File: src/rtl/mmio_uart_tx.sv
// Memory-mapped UART transmitter: byte FIFO feeding an 8N1 serialiser, with
// DATA/STATUS/DIV/CTRL registers. Define MMIO_UART_TX_IRQ_EN to add the o_irq output.
module mmio_uart_tx #(
  parameter int unsigned FIFO_DEPTH     = 8,
  parameter logic [15:0] CLKDIV_DEFAULT = 16'd867
) (
  input  logic        i_clk,
  input  logic        i_rst_n,
  input  logic        i_sel,
  input  logic [3:0]  i_addr,
  input  logic [31:0] i_wdata,
  input  logic [1:0]  i_width,
  input  logic        i_we,
  output logic [31:0] o_rdata,
  output logic        o_tx
`ifdef MMIO_UART_TX_IRQ_EN
  ,
  output logic        o_irq
`endif
);

  localparam int AW = (FIFO_DEPTH > 1) ? $clog2(FIFO_DEPTH) : 1;
  localparam logic [AW:0] DEPTH_CNT = (AW+1)'(FIFO_DEPTH);

  localparam logic [1:0] ST_IDLE  = 2'd0;
  localparam logic [1:0] ST_START = 2'd1;
  localparam logic [1:0] ST_DATA  = 2'd2;
  localparam logic [1:0] ST_STOP  = 2'd3;

  logic [7:0]    mem [FIFO_DEPTH];
  logic [AW-1:0] wr_ptr_reg, rd_ptr_reg;
  logic [AW:0]   count_reg;
  logic          overflow_reg;
  logic [15:0]   div_reg;
  logic          tx_en_reg;
  logic [1:0]    state_reg;
  logic [15:0]   frame_div_reg;
  logic [15:0]   bit_cnt_reg;
  logic [2:0]    bit_idx_reg;
  logic [7:0]    shift_reg;
  logic          tx_reg;
  logic [31:0]   rdata_reg;
  logic [31:0]   rd_val;
  logic          irq_bit;
  logic          irq_en_bit;

  logic [1:0] reg_sel;
  logic       wr, push_req, push_ok, pop, empty, full, busy, bit_end, frame_done;

  // Width qualifiers, byte-lane address bits and the upper write data are not needed.
  logic unused_bits;
  assign unused_bits = ^{i_width, i_addr[1:0], i_wdata[31:16]};

  assign reg_sel    = i_addr[3:2];
  assign wr         = i_sel && i_we;
  assign push_req   = wr && (reg_sel == 2'd0);
  assign empty      = (count_reg == '0);
  assign full       = (count_reg == DEPTH_CNT);
  assign busy       = !empty || (state_reg != ST_IDLE);
  assign bit_end    = (bit_cnt_reg == 16'd0);
  assign frame_done = (state_reg == ST_STOP) && bit_end;
  // Popping straight out of the last stop cycle keeps back-to-back frames gapless.
  assign pop        = tx_en_reg && !empty && ((state_reg == ST_IDLE) || frame_done);
  assign push_ok    = push_req && (!full || pop);

  always_ff @(posedge i_clk) begin
    if (push_ok) mem[wr_ptr_reg] <= i_wdata[7:0];
  end

  always_ff @(posedge i_clk or negedge i_rst_n) begin
    if (!i_rst_n) begin
      wr_ptr_reg   <= '0;
      rd_ptr_reg   <= '0;
      count_reg    <= '0;
      overflow_reg <= 1'b0;
      div_reg      <= CLKDIV_DEFAULT;
      tx_en_reg    <= 1'b1;
    end else begin
      if (push_ok) wr_ptr_reg <= wr_ptr_reg + 1'b1;
      if (pop)     rd_ptr_reg <= rd_ptr_reg + 1'b1;
      count_reg <= count_reg + (AW+1)'(push_ok) - (AW+1)'(pop);
      if (wr && (reg_sel == 2'd1) && i_wdata[3])
        overflow_reg <= 1'b0;
      else if (push_req && !push_ok)
        overflow_reg <= 1'b1;
      if (wr && (reg_sel == 2'd2)) div_reg   <= i_wdata[15:0];
      if (wr && (reg_sel == 2'd3)) tx_en_reg <= i_wdata[0];
    end
  end

  always_ff @(posedge i_clk or negedge i_rst_n) begin
    if (!i_rst_n) begin
      state_reg     <= ST_IDLE;
      frame_div_reg <= '0;
      bit_cnt_reg   <= '0;
      bit_idx_reg   <= '0;
      shift_reg     <= '0;
    end else begin
      unique case (state_reg)
        ST_IDLE: begin
          if (pop) begin
            shift_reg     <= mem[rd_ptr_reg];
            frame_div_reg <= div_reg;
            bit_cnt_reg   <= div_reg;
            state_reg     <= ST_START;
          end
        end
        ST_START: begin
          if (bit_end) begin
            bit_cnt_reg <= frame_div_reg;
            bit_idx_reg <= 3'd0;
            state_reg   <= ST_DATA;
          end else begin
            bit_cnt_reg <= bit_cnt_reg - 16'd1;
          end
        end
        ST_DATA: begin
          if (bit_end) begin
            bit_cnt_reg <= frame_div_reg;
            shift_reg   <= {1'b0, shift_reg[7:1]};
            bit_idx_reg <= bit_idx_reg + 3'd1;
            if (bit_idx_reg == 3'd7) state_reg <= ST_STOP;
          end else begin
            bit_cnt_reg <= bit_cnt_reg - 16'd1;
          end
        end
        default: begin
          if (bit_end) begin
            if (pop) begin
              shift_reg     <= mem[rd_ptr_reg];
              frame_div_reg <= div_reg;
              bit_cnt_reg   <= div_reg;
              state_reg     <= ST_START;
            end else begin
              state_reg <= ST_IDLE;
            end
          end else begin
            bit_cnt_reg <= bit_cnt_reg - 16'd1;
          end
        end
      endcase
    end
  end

  // Line level trails the state by one clock so the output is a clean flop.
  always_ff @(posedge i_clk or negedge i_rst_n) begin
    if (!i_rst_n) begin
      tx_reg <= 1'b1;
    end else begin
      unique case (state_reg)
        ST_START: tx_reg <= 1'b0;
        ST_DATA:  tx_reg <= shift_reg[0];
        default:  tx_reg <= 1'b1;
      endcase
    end
  end

`ifdef MMIO_UART_TX_IRQ_EN
  logic irq_en_reg;
  logic irq_reg;

  always_ff @(posedge i_clk or negedge i_rst_n) begin
    if (!i_rst_n) begin
      irq_en_reg <= 1'b0;
      irq_reg    <= 1'b0;
    end else begin
      if (wr && (reg_sel == 2'd3)) irq_en_reg <= i_wdata[1];
      irq_reg <= irq_en_reg && empty && (state_reg == ST_IDLE);
    end
  end

  assign irq_bit    = irq_reg;
  assign irq_en_bit = irq_en_reg;
  assign o_irq      = irq_reg;
`else
  assign irq_bit    = 1'b0;
  assign irq_en_bit = 1'b0;
`endif

  always_comb begin
    rd_val = 32'd0;
    unique case (reg_sel)
      2'd1:    rd_val = {27'd0, irq_bit, overflow_reg, empty, full, busy};
      2'd2:    rd_val = {16'd0, div_reg};
      2'd3:    rd_val = {30'd0, irq_en_bit, tx_en_reg};
      default: rd_val = 32'd0;
    endcase
  end

  always_ff @(posedge i_clk or negedge i_rst_n) begin
    if (!i_rst_n) rdata_reg <= 32'd0;
    else          rdata_reg <= (i_sel && !i_we) ? rd_val : 32'd0;
  end

  assign o_rdata = rdata_reg;
  assign o_tx    = tx_reg;

endmodule

File: config.mk
export PLATFORM = sky130hd
export DESIGN_NAME = mmio_uart_tx
export DESIGN_NICKNAME = d
export VERILOG_FILES = /design/src/rtl/mmio_uart_tx.sv
export SDC_FILE = /design/constraint.sdc
export NUM_CORES = 1
export LEC_CHECK = 0
export ABC_AREA = 1
export CAP_MARGIN = 20
export CORE_AREA = 4 4 110 217
export DETAILED_ROUTE_END_ITERATION = 6
export DIE_AREA = 0 0 114 221
export MAX_ROUTING_LAYER = met4
export PLACE_DENSITY_LB_ADDON = 0.08
export SLEW_MARGIN = 20
export SYNTH_ARGS = -nofsm -noshare
export SYNTH_HDL_FRONTEND = slang
export SYNTH_SLANG_ARGS = --single-unit
File: constraint.sdc
create_clock -name i_clk -period 2.29 [get_ports i_clk]
set_input_delay 0.3435 -clock i_clk [delete_from_list [all_inputs] [get_ports i_clk]]
set_output_delay 0.3435 -clock i_clk [all_outputs]
set_load 0.1 [all_outputs]
==> flow_summary_export.csv, run 1 <==
group,metric,value,unit
floorplan,ios,75,
clocking,clock_sinks,154,
clocking,clk_latency,0.43,ns
setup_path,cp_data_arrival_time,2.49,ns
global_routing,busiest_layer,"met2",
setup_path,startpoint_type,"flop",
detailed_routing,drtIter0Drc,237,
job,max-cap-violations,0,
global_routing,grt_use_met3,0.0279,
place,portBuffers,38,
power,p_per_area,1280,nW/um^2
setup_path,critPathCaptureType,"flop",
layout,final_common_cell,"nand2_1",
detailed_routing,drc_errors,0,
timing,setup_viol_count_final,0,
detailed_routing,ant_nets,0,
yosys,seq_area_frac_synth,0.547,
power,switchingPower,4.92,mW
worst_hold_path,hp-class,"input pin to asynchronous set/reset pin",
power,p_comb_frac,0.440,
clocking,htree_levels,4,
timing,max_freq,0.461,GHz
place,place_inst,1208,
global_routing,met1_usage,0.176,
layout,nets,1015,
timing,drv_slew,0,
clocking,cts_root_buffer,"clkbuf_16",
layout,multi_input_area,2990,um^2
floorplan,die_h,221,um
detailed_routing,vias,6101,
global_routing,antenna_found_initial,0,
power,clkPwrFrac,0.237,
clocking,cts_tree,"done",
yosys,avgSynthCellArea,8.75,um^2
yosys,ys_seq_elements,154,
layout,final_cells,1246,
setup_path,worstSetupPathType,"flop to flop",
yosys,synthTopCellsByArea,"dfrtp_1, edfxtp_1, nand2_1",
layout,top_register,"mem",
floorplan,core-area,22200,um^2
layout,fill_cells,2310,
layout,antennaDiodeCount,0,
power,peakVddDrop,489,uV
global_routing,grt_pass1_wl,35.4,mm
yosys,synth_top_area_frac,0.268,
layout,largest_reg_flops,64,
global_routing,grt_pass1_vias,6281,
yosys,synth_top_area_cell,"dfrtp_1",
floorplan,initial_core_util,0.345,
clocking,cts.path.max_buffers,2,
setup_path,critPathRequiredTime,2.61,ns
global_routing,grt.overflow.total,0,
layout,fin_util,0.419,
clocking,numCtsBuffers,17,
detailed_routing,wire_per_inst,18.0,um
detailed_routing,firstDrtPassIters,6,
yosys,synth.distinct_cells,40,
yosys,syn-cell-area,7650,um^2
timing,min_period,2.17,ns
timing,max_slew_margin,0.569,
timing,fin_crit_sh,0.948,
layout,syn_to_final_growth,21.3,%
yosys,synth_warnings,0,
yosys,synthesis.instances,874,
layout,layout_common_cells,"nand2_1, nand3_1, dfrtp_1, buf_4, inv_1",
floorplan,die-area,25200,um^2
layout,drive_above_1_share,0.171,
timing,rsz0062_at_grt,"true",
timing,worst_pin_slew,0.644,ns
global_routing,grt_max_degree,41,
timing,finalHoldViolCount,0,
floorplan,rows,77,
global_routing,grtUsageTotal,0.194,
power,swShare,0.415,
floorplan,die_width,114,um
power,p_seq_frac,0.323,
timing,skew,0.0101,ns
detailed_routing,routed_wl,22.5,mm
place,place.gp.congestion,0.826,
power,p_leak,4.30,nW
detailed_routing,viasPerCell,4.90,
global_routing,grt_use_met2,0.353,
place,hpwl,16.5,mm
power,p_int,6.92,mW
layout,seqCellArea,4180,um^2
clocking,path_clk_slew,0.07,ns
run_status,status,"completed",
setup_path,crit_fanout,5,
==> routing by layer <==
layer / vias to the layer above / wire, um
met4: 0 / 1750
met3: 61 / 499
met2: 118 / 12900
met1: 2912 / 7320
li1: 3010 / -
met5: - / 0
==> cell type report <==
| type | count | area share |
|---|---|---|
| Sequential cell | 154 | 0.451 |
| Multi-Input combinational cell | 599 | 0.322 |
| Timing Repair Buffer | 103 | 0.0944 |
| Clock buffer | 21 | 0.0510 |
| Tap cell | 276 | 0.0372 |
| Inverter | 82 | 0.0332 |
| Clock inverter | 11 | 0.0117 |
==> kinds of logic after synthesis <==
family	after synthesis	share of synthesized area
compound gates	98	0.0721
xor+xnor	9	0.0103
fa+ha+maj	16	0.0271
buf+inv	136	0.0808
flops	154	0.547
mux	1	0.00131
other cells	1	0.000490
simple gates	459	0.261
==> synthesized netlist by cell type (all sizes together) <==
master	count
clkbuf	21
or2	1
a31o	7
and2	1
conb	1
o21ai	46
mux2i	1
a21oi	39
dfstp	8
xor2	6
nand3	104
buf	33
dfrtp	82
nor3	18
nor3b	2
nor4	1
o221ai	2
nand2	249
ha	15
a31oi	3
inv	79
nor2	66
xnor2	3
o22ai	1
edfxtp	64
fa	1
nand4	17
clkinv	3
==> metrics by stage <==
stage	hold WS (ns)	setup TNS, ns	power [mW]	worst slack (ns)	area [um^2]
floorplan	0.0479	-2.03	7.30	-0.0633	7740
global placement	0.331	-0.765	8.99	-0.0705	8590
detailed placement	0.336	-0.942	9.04	-0.0861	8590
CTS	0.399	-0.0288	11.9	-0.00765	9210
global route	0.435	-0.0837	12.8	-0.0556	9280
finish	0.406	0	11.8	0.119	9280
==> repair_timing <==
action,CTS,global route
endpoints found under the setup margin,17,91
setup buffers,2,4
pin swaps,0,3
resized for setup,2,18
hold buffers,1,0
endpoints found under the hold margin,29,0
==> power groups by stage <==
stage | clock network (mW) | registers [mW] | logic [mW]
global placement | 0 | 3.86 | 5.13
detailed placement | 0 | 3.87 | 5.17
finish | 2.80 | 3.83 | 5.21
floorplan | 0 | 3.94 | 3.36
CTS | 2.89 | 3.81 | 5.22
global route | 2.98 | 3.90 | 5.90
==> final timing paths <==
check / startpoint / end / slack, ns / depth (start not counted)
max: count_reg[2] / count_reg[2] / 0.12 / 12
min: i_rst_n / div_reg[11] / 0.41 / 2
max reg2reg: count_reg[2] / count_reg[2] / 0.12 / 12
min reg2reg: bit_idx_reg[0] / bit_idx_reg[0] / 0.48 / 1
max in group asynchronous: i_rst_n / o_tx / 1.21 / 3
min in group i_clk: i_wdata[9] / div_reg[9] / 0.45 / 3
==> critical path, cell delays in order (launching register included) <==
cell and delay [ns]:
dfrtp_1 0.32, inv_1 0.07, ha_2 0.19, nor3b_2 0.17
nor2_2 0.18, nand3_4 0.14, nor2_4 0.13, inv_1 0.06
nand2_1 0.07, ha_2 0.17, inv_1 0.05, fa_1 0.38
xnor2_1 0.13
(Power assumes the default switching activity.)
==> run 2: changes to the inputs <==
==> constraint.sdc (replaced) <==
create_clock -name i_clk -period 2.29 [get_ports i_clk]
set_input_delay 0.3435 -clock i_clk [delete_from_list [all_inputs] [get_ports i_clk]]
set_output_delay 0.3435 -clock i_clk [all_outputs]
set_load 0.01 [all_outputs]
==> run 2 against run 1 <==
Die area unchanged. Utilization decreased by 0.12 points. Wire length decreased by 0.78%. Sequential cell count unchanged. First-iteration DRC count increased by 3.0%. Cell area decreased by 0.30%. Clock power decreased by 6%. Combinational power decreased by 6.1%. Count of clock-buffer cells in the layout decreased by 3. Power decreased by 4.0%. Sequential power about the same. Largest cell class unchanged. Highest routed layer unchanged.
==> flow_summary_export.csv, run 2 (synthesis results as in run 1) <==
group,metric,value,unit
layout,antennaDiodeCount,0,
setup_path,worstSetupPathType,"flop to flop",
power,p_leak,4.21,nW
timing,min_period,2.20,ns
timing,finalHoldViolCount,0,
setup_path,worstReg2RegStart,"bit_cnt_reg[13]",
setup_path,cp_data_arrival_time,2.50,ns
global_routing,grt_pass1_wl,35.3,mm
global_routing,grt_pass1_vias,6324,
power,p_total,11.4,mW
timing,drv_slew,0,
timing,hold_ws,0.390,ns
detailed_routing,drtIter0Drc,244,
place,placed_cell_area,8640,um^2
global_routing,grt_max_degree,36,
setup_path,worstRegToRegCells,13,
floorplan,die_width,114,um
floorplan,initial_core_util,0.345,
floorplan,die_h,221,um
global_routing,grtUsageTotal,0.191,
layout,nets,1010,
global_routing,grt.overflow.total,0,
place,place.gp.congestion,0.846,
clocking,cts_root_buffer,"clkbuf_16",
setup_path,startpoint_type,"flop",
setup_path,cp_slowest_stage_delay,0.41,ns
setup_path,critPathRequiredTime,2.60,ns
detailed_routing,routed_wl,22.3,mm
timing,worst_pin_slew,0.635,ns
floorplan,rows,77,
global_routing,antenna_found_initial,0,
detailed_routing,wire_per_inst,18.0,um
setup_path,cp_num_buf_inv,1,
setup_path,critPathCaptureType,"flop",
timing,max_slew_margin,0.576,
setup_path,reg2reg_slack,0.09,ns
timing,max_freq,0.455,GHz
layout,largest_reg_flops,64,
layout,final_cells,1241,
detailed_routing,ant_nets,0,
worst_hold_path,hp-class,"input pin to asynchronous set/reset pin",
setup_path,crit_fanout,5,
power,p_per_area,1230,nW/um^2
layout,fin_util,0.418,
clocking,htree_levels,4,
place,pre_cts_slack,-0.0230,ns
clocking,clock_sinks,154,
detailed_routing,drc_errors,0,
layout,final_common_cell,"nand2_1",
floorplan,die-area,25200,um^2
layout,drive_above_1_share,0.142,
timing,skew,0.0121,ns
floorplan,core-area,22200,um^2
job,max-cap-violations,0,
detailed_routing,vias,6066,
layout,fin_area,9250,um^2
layout,top_register,"mem",
place,place_inst,1208,
setup_path,cp_num_cells,13,
place,portBuffers,38,
clocking,post_cts_buffers,0,
timing,setup_ws,0.0922,ns
setup_path,cp_common_cell,"nand2_1",
timing,finalSetupTns,0,ns
setup_path,cp_slowest_cell,"dfrtp_1",
setup_path,startpoint,"bit_cnt_reg[13]",
power,peakVddDrop,565,uV
timing,setup_viol_count_final,0,
setup_path,worstReg2RegEnd,"count_reg[2]",
clocking,cts.path.max_buffers,2,
clocking,numCtsBuffers,17,
setup_path,crit_chain,"nor2_1, nand2_2, nor2_4, nand2_4, nand2_8, nand3_4, nand2_1, nand3_1, nand2_1, ha_1, inv_1, fa_1, xnor2_1",
clocking,clk_latency,0.42,ns
setup_path,critical_path.top_delay_family,"simple AND/OR/NAND/NOR gates",
timing,fin_crit_sh,0.960,
layout,layout_common_cells,"nand2_1, nand3_1, dfrtp_1, inv_1, edfxtp_1",
detailed_routing,viasPerCell,4.89,
clocking,path_clk_slew,0.07,ns
setup_path,cp-endpoint,"count_reg[2]",
clocking,cts_tree,"done",
run_status,status,"completed",
timing,rsz0062_at_grt,"true",
place,hpwl,16.6,mm
detailed_routing,firstDrtPassIters,5,
floorplan,ios,75,
layout,syn_to_final_growth,20.9,%
==> run 2: what timing repair did <==
action                                  4_1_cts  5_1_grt
hold buffers                                  1        0
endpoints found under the setup margin       16       76
endpoints found under the hold margin        24        0
pin swaps                                     0        0
resized for setup                             2       15
==> run 2: worst min-delay path by stage <==
stage / start / to
after floorplan: i_rst_n / bit_cnt_reg[0]
after global placement: i_rst_n / o_rdata[11]
after detailed placement: i_rst_n / o_rdata[11]
after CTS: i_rst_n / o_rdata[11]
after global routing: i_rst_n / o_rdata[11]
final: i_rst_n / o_rdata[11]
==> run 2: metal layers <==
metal	routed length [um]	GRT usage
met1	7440	0.174
met2	13300	0.369
met3	351	0.0221
met4	1170	0.105
met5	0	-
==> run 2: report_power, final <==
part / leakage (nW) / total, mW / internal [mW] / switching (mW)
sequential: 1.67 / 3.84 / 3.48 / 0.366
clock: 0.261 / 2.64 / 1.42 / 1.22
combinational: 2.28 / 4.89 / 1.78 / 3.11
==> run 2: cell type report <==
type / count / area, um^2
inverter: 82 / 308
multi-input combinational: 599 / 2990
clock inverter: 14 / 118
tap: 276 / 345
sequential: 154 / 4180
fill: 2326 / 12900
clock buffer: 18 / 429
timing repair buffer: 98 / 881
==> run 3: changes to the inputs <==
Settings changed: PLACE_DENSITY set to 0.54, PLACE_DENSITY_LB_ADDON 0.08 to not set.
==> run 3 against run 2 <==
Highest routed layer unchanged. Critical endpoint unchanged. Clock power fell by 3%. Power fell by 1.5%. Sequential cell count did not move. Count of clock-buffer cells in the layout rose by 1. Non-clock buffer count rose by 3. Combinational power fell by 3%. Sequential share of layout area rose by 0.10 points. Via count rose by 0.56%. Wire length fell by 6.3%. Die area did not move. Maximum frequency fell by 0.23%.
==> flow_summary_export.csv, run 3 (synthesis results as in run 1) <==
group,metric,value,unit
clocking,htree_levels,4,
global_routing,antenna_found_initial,0,
setup_path,cp_slowest_stage_delay,0.42,ns
setup_path,critPathCaptureType,"flop",
setup_path,cp_slowest_cell,"dfrtp_1",
detailed_routing,drc_errors,0,
timing,worst_pin_slew,0.717,ns
detailed_routing,drtIter0Drc,280,
timing,fin_crit_sh,0.962,
place,portBuffers,38,
detailed_routing,viasPerCell,4.90,
floorplan,core-area,22200,um^2
setup_path,worstSetupPathType,"flop to flop",
timing,min_period,2.20,ns
global_routing,grtUsageTotal,0.176,
setup_path,critPathRequiredTime,2.59,ns
power,p_per_area,1210,nW/um^2
clocking,path_clk_slew,0.07,ns
layout,top_register,"mem",
timing,drv_slew,0,
layout,syn_to_final_growth,20.7,%
timing,max_freq,0.454,GHz
layout,fin_area,9240,um^2
layout,largest_reg_flops,64,
floorplan,die_width,114,um
floorplan,rows,77,
layout,nets,1013,
floorplan,die-area,25200,um^2
setup_path,cp_data_arrival_time,2.50,ns
global_routing,grt_max_degree,41,
place,place.gp.congestion,0.922,
detailed_routing,ant_nets,0,
layout,layout_common_cells,"nand2_1, nand3_1, dfrtp_1, inv_1, edfxtp_1",
global_routing,grt.overflow.total,0,
clocking,clock_sinks,154,
clocking,cts.path.max_buffers,2,
place,placed_cell_area,8610,um^2
layout,final_common_cell,"nand2_1",
power,peakVddDrop,555,uV
layout,antennaDiodeCount,0,
floorplan,initial_core_util,0.345,
timing,finalHoldViolCount,0,
clocking,numCtsBuffers,17,
timing,skew,0.0132,ns
setup_path,worstRegToRegCells,10,
setup_path,crit_fanout,5,
place,hpwl,15.1,mm
clocking,cts_root_buffer,"clkbuf_16",
setup_path,crit_chain,"buf_4, ha_1, or2_2, nand3_4, nand3_1, nand2_1, ha_2, inv_1, fa_1, xnor2_1",
setup_path,startpoint_type,"flop",
timing,max_slew_margin,0.522,
floorplan,ios,75,
timing,setup_viol_count_final,0,
job,max-cap-violations,0,
worst_hold_path,hp-class,"input pin to asynchronous set/reset pin",
power,p_leak,4.20,nW
detailed_routing,vias,6100,
layout,fin_util,0.417,
run_status,status,"completed",
detailed_routing,routed_wl,20.9,mm
clocking,clk_latency,0.42,ns
detailed_routing,firstDrtPassIters,5,
timing,rsz0062_at_grt,"true",
setup_path,worstReg2RegEnd,"count_reg[2]",
floorplan,die_h,221,um
setup_path,reg2reg_slack,0.09,ns
layout,drive_above_1_share,0.149,
detailed_routing,wire_per_inst,16.8,um
setup_path,worstReg2RegStart,"state_reg[0]",
clocking,cts_tree,"done",
global_routing,grt_pass1_wl,33.2,mm
global_routing,grt_pass1_vias,6210,
run 3: cell count changes in the layout (fill, tap and decap cells not counted), sizes merged:
cell,delta
inv,-2
clkbuf,+1
clkinvlp,+2
clkinv,-1
buf,+3
run 3: worst max-delay path: cells and delay by family, from the launching register on:
| family | cells | cell delay [ns] |
|---|---|---|
| xor+xnor | 1 | 0.14 |
| fa+ha+maj | 3 | 0.72 |
| buf+inv | 2 | 0.20 |
| flops | 1 | 0.42 |
| simple gates | 4 | 0.60 |
run 3: area by class of cell:
class / count / area [um^2]
Clock buffer: 19 / 443
Clock inverter: 13 / 93.8
Fill cell: 2247 / 12900
Inverter: 82 / 308
Multi-Input combinational cell: 599 / 2970
Sequential cell: 154 / 4190
Tap cell: 276 / 345
Timing Repair Buffer: 101 / 891
run 3: per-stage QoR:
step | hold WS [ns] | power (mW) | worst slack (ns) | setup TNS (ns) | instances
2_1_floorplan | 0.0479 | 7.08 | -0.0633 | -2.03 | 889
6_report | 0.420 | 11.2 | 0.0871 | 0 | 1244
5_1_grt | 0.454 | 12.1 | -0.0255 | -0.0406 | 1244
3_3_place_gp | 0.325 | 8.52 | -0.0366 | -0.188 | 1206
3_5_place_dp | 0.325 | 8.58 | -0.0238 | -0.232 | 1206
4_1_cts | 0.420 | 11.2 | 0.00815 | 0 | 1239
run 3: timing repair:
item / 4_1_cts / 5_1_grt
hold buffers: 1 / 0
setup buffers: 0 / 5
setup endpoints to repair: 18 / 75
gates resized for setup: 3 / 14
pin swaps: 0 / 6
hold endpoints to repair: 29 / 0
run 3: how the worst max path moves through the flow:
stage               cells past startpoint             from      endpoint
finish                                 10     state_reg[0]  count_reg[2]
global route                           13  bit_cnt_reg[14]  count_reg[2]
CTS                                    13  bit_cnt_reg[14]  count_reg[2]
detailed placement                     11  bit_cnt_reg[14]     mem[7][1]
global placement                       11   bit_cnt_reg[8]     mem[7][0]
floorplan                              10   bit_cnt_reg[0]     mem[0][0]
run 3: power by group:
group / internal, mW / leakage, nW / switching, mW
Combinational: 1.76 / 2.28 / 3.01
Clock: 1.42 / 0.253 / 1.15
Sequential: 3.48 / 1.67 / 0.381
Total: 6.66 / 4.20 / 4.54
run 3: metal layers:
metal	wire length (um)	track usage
met5	0	-
met4	838	0.0813
met3	573	0.0238
met2	12200	0.337
met1	7230	0.168
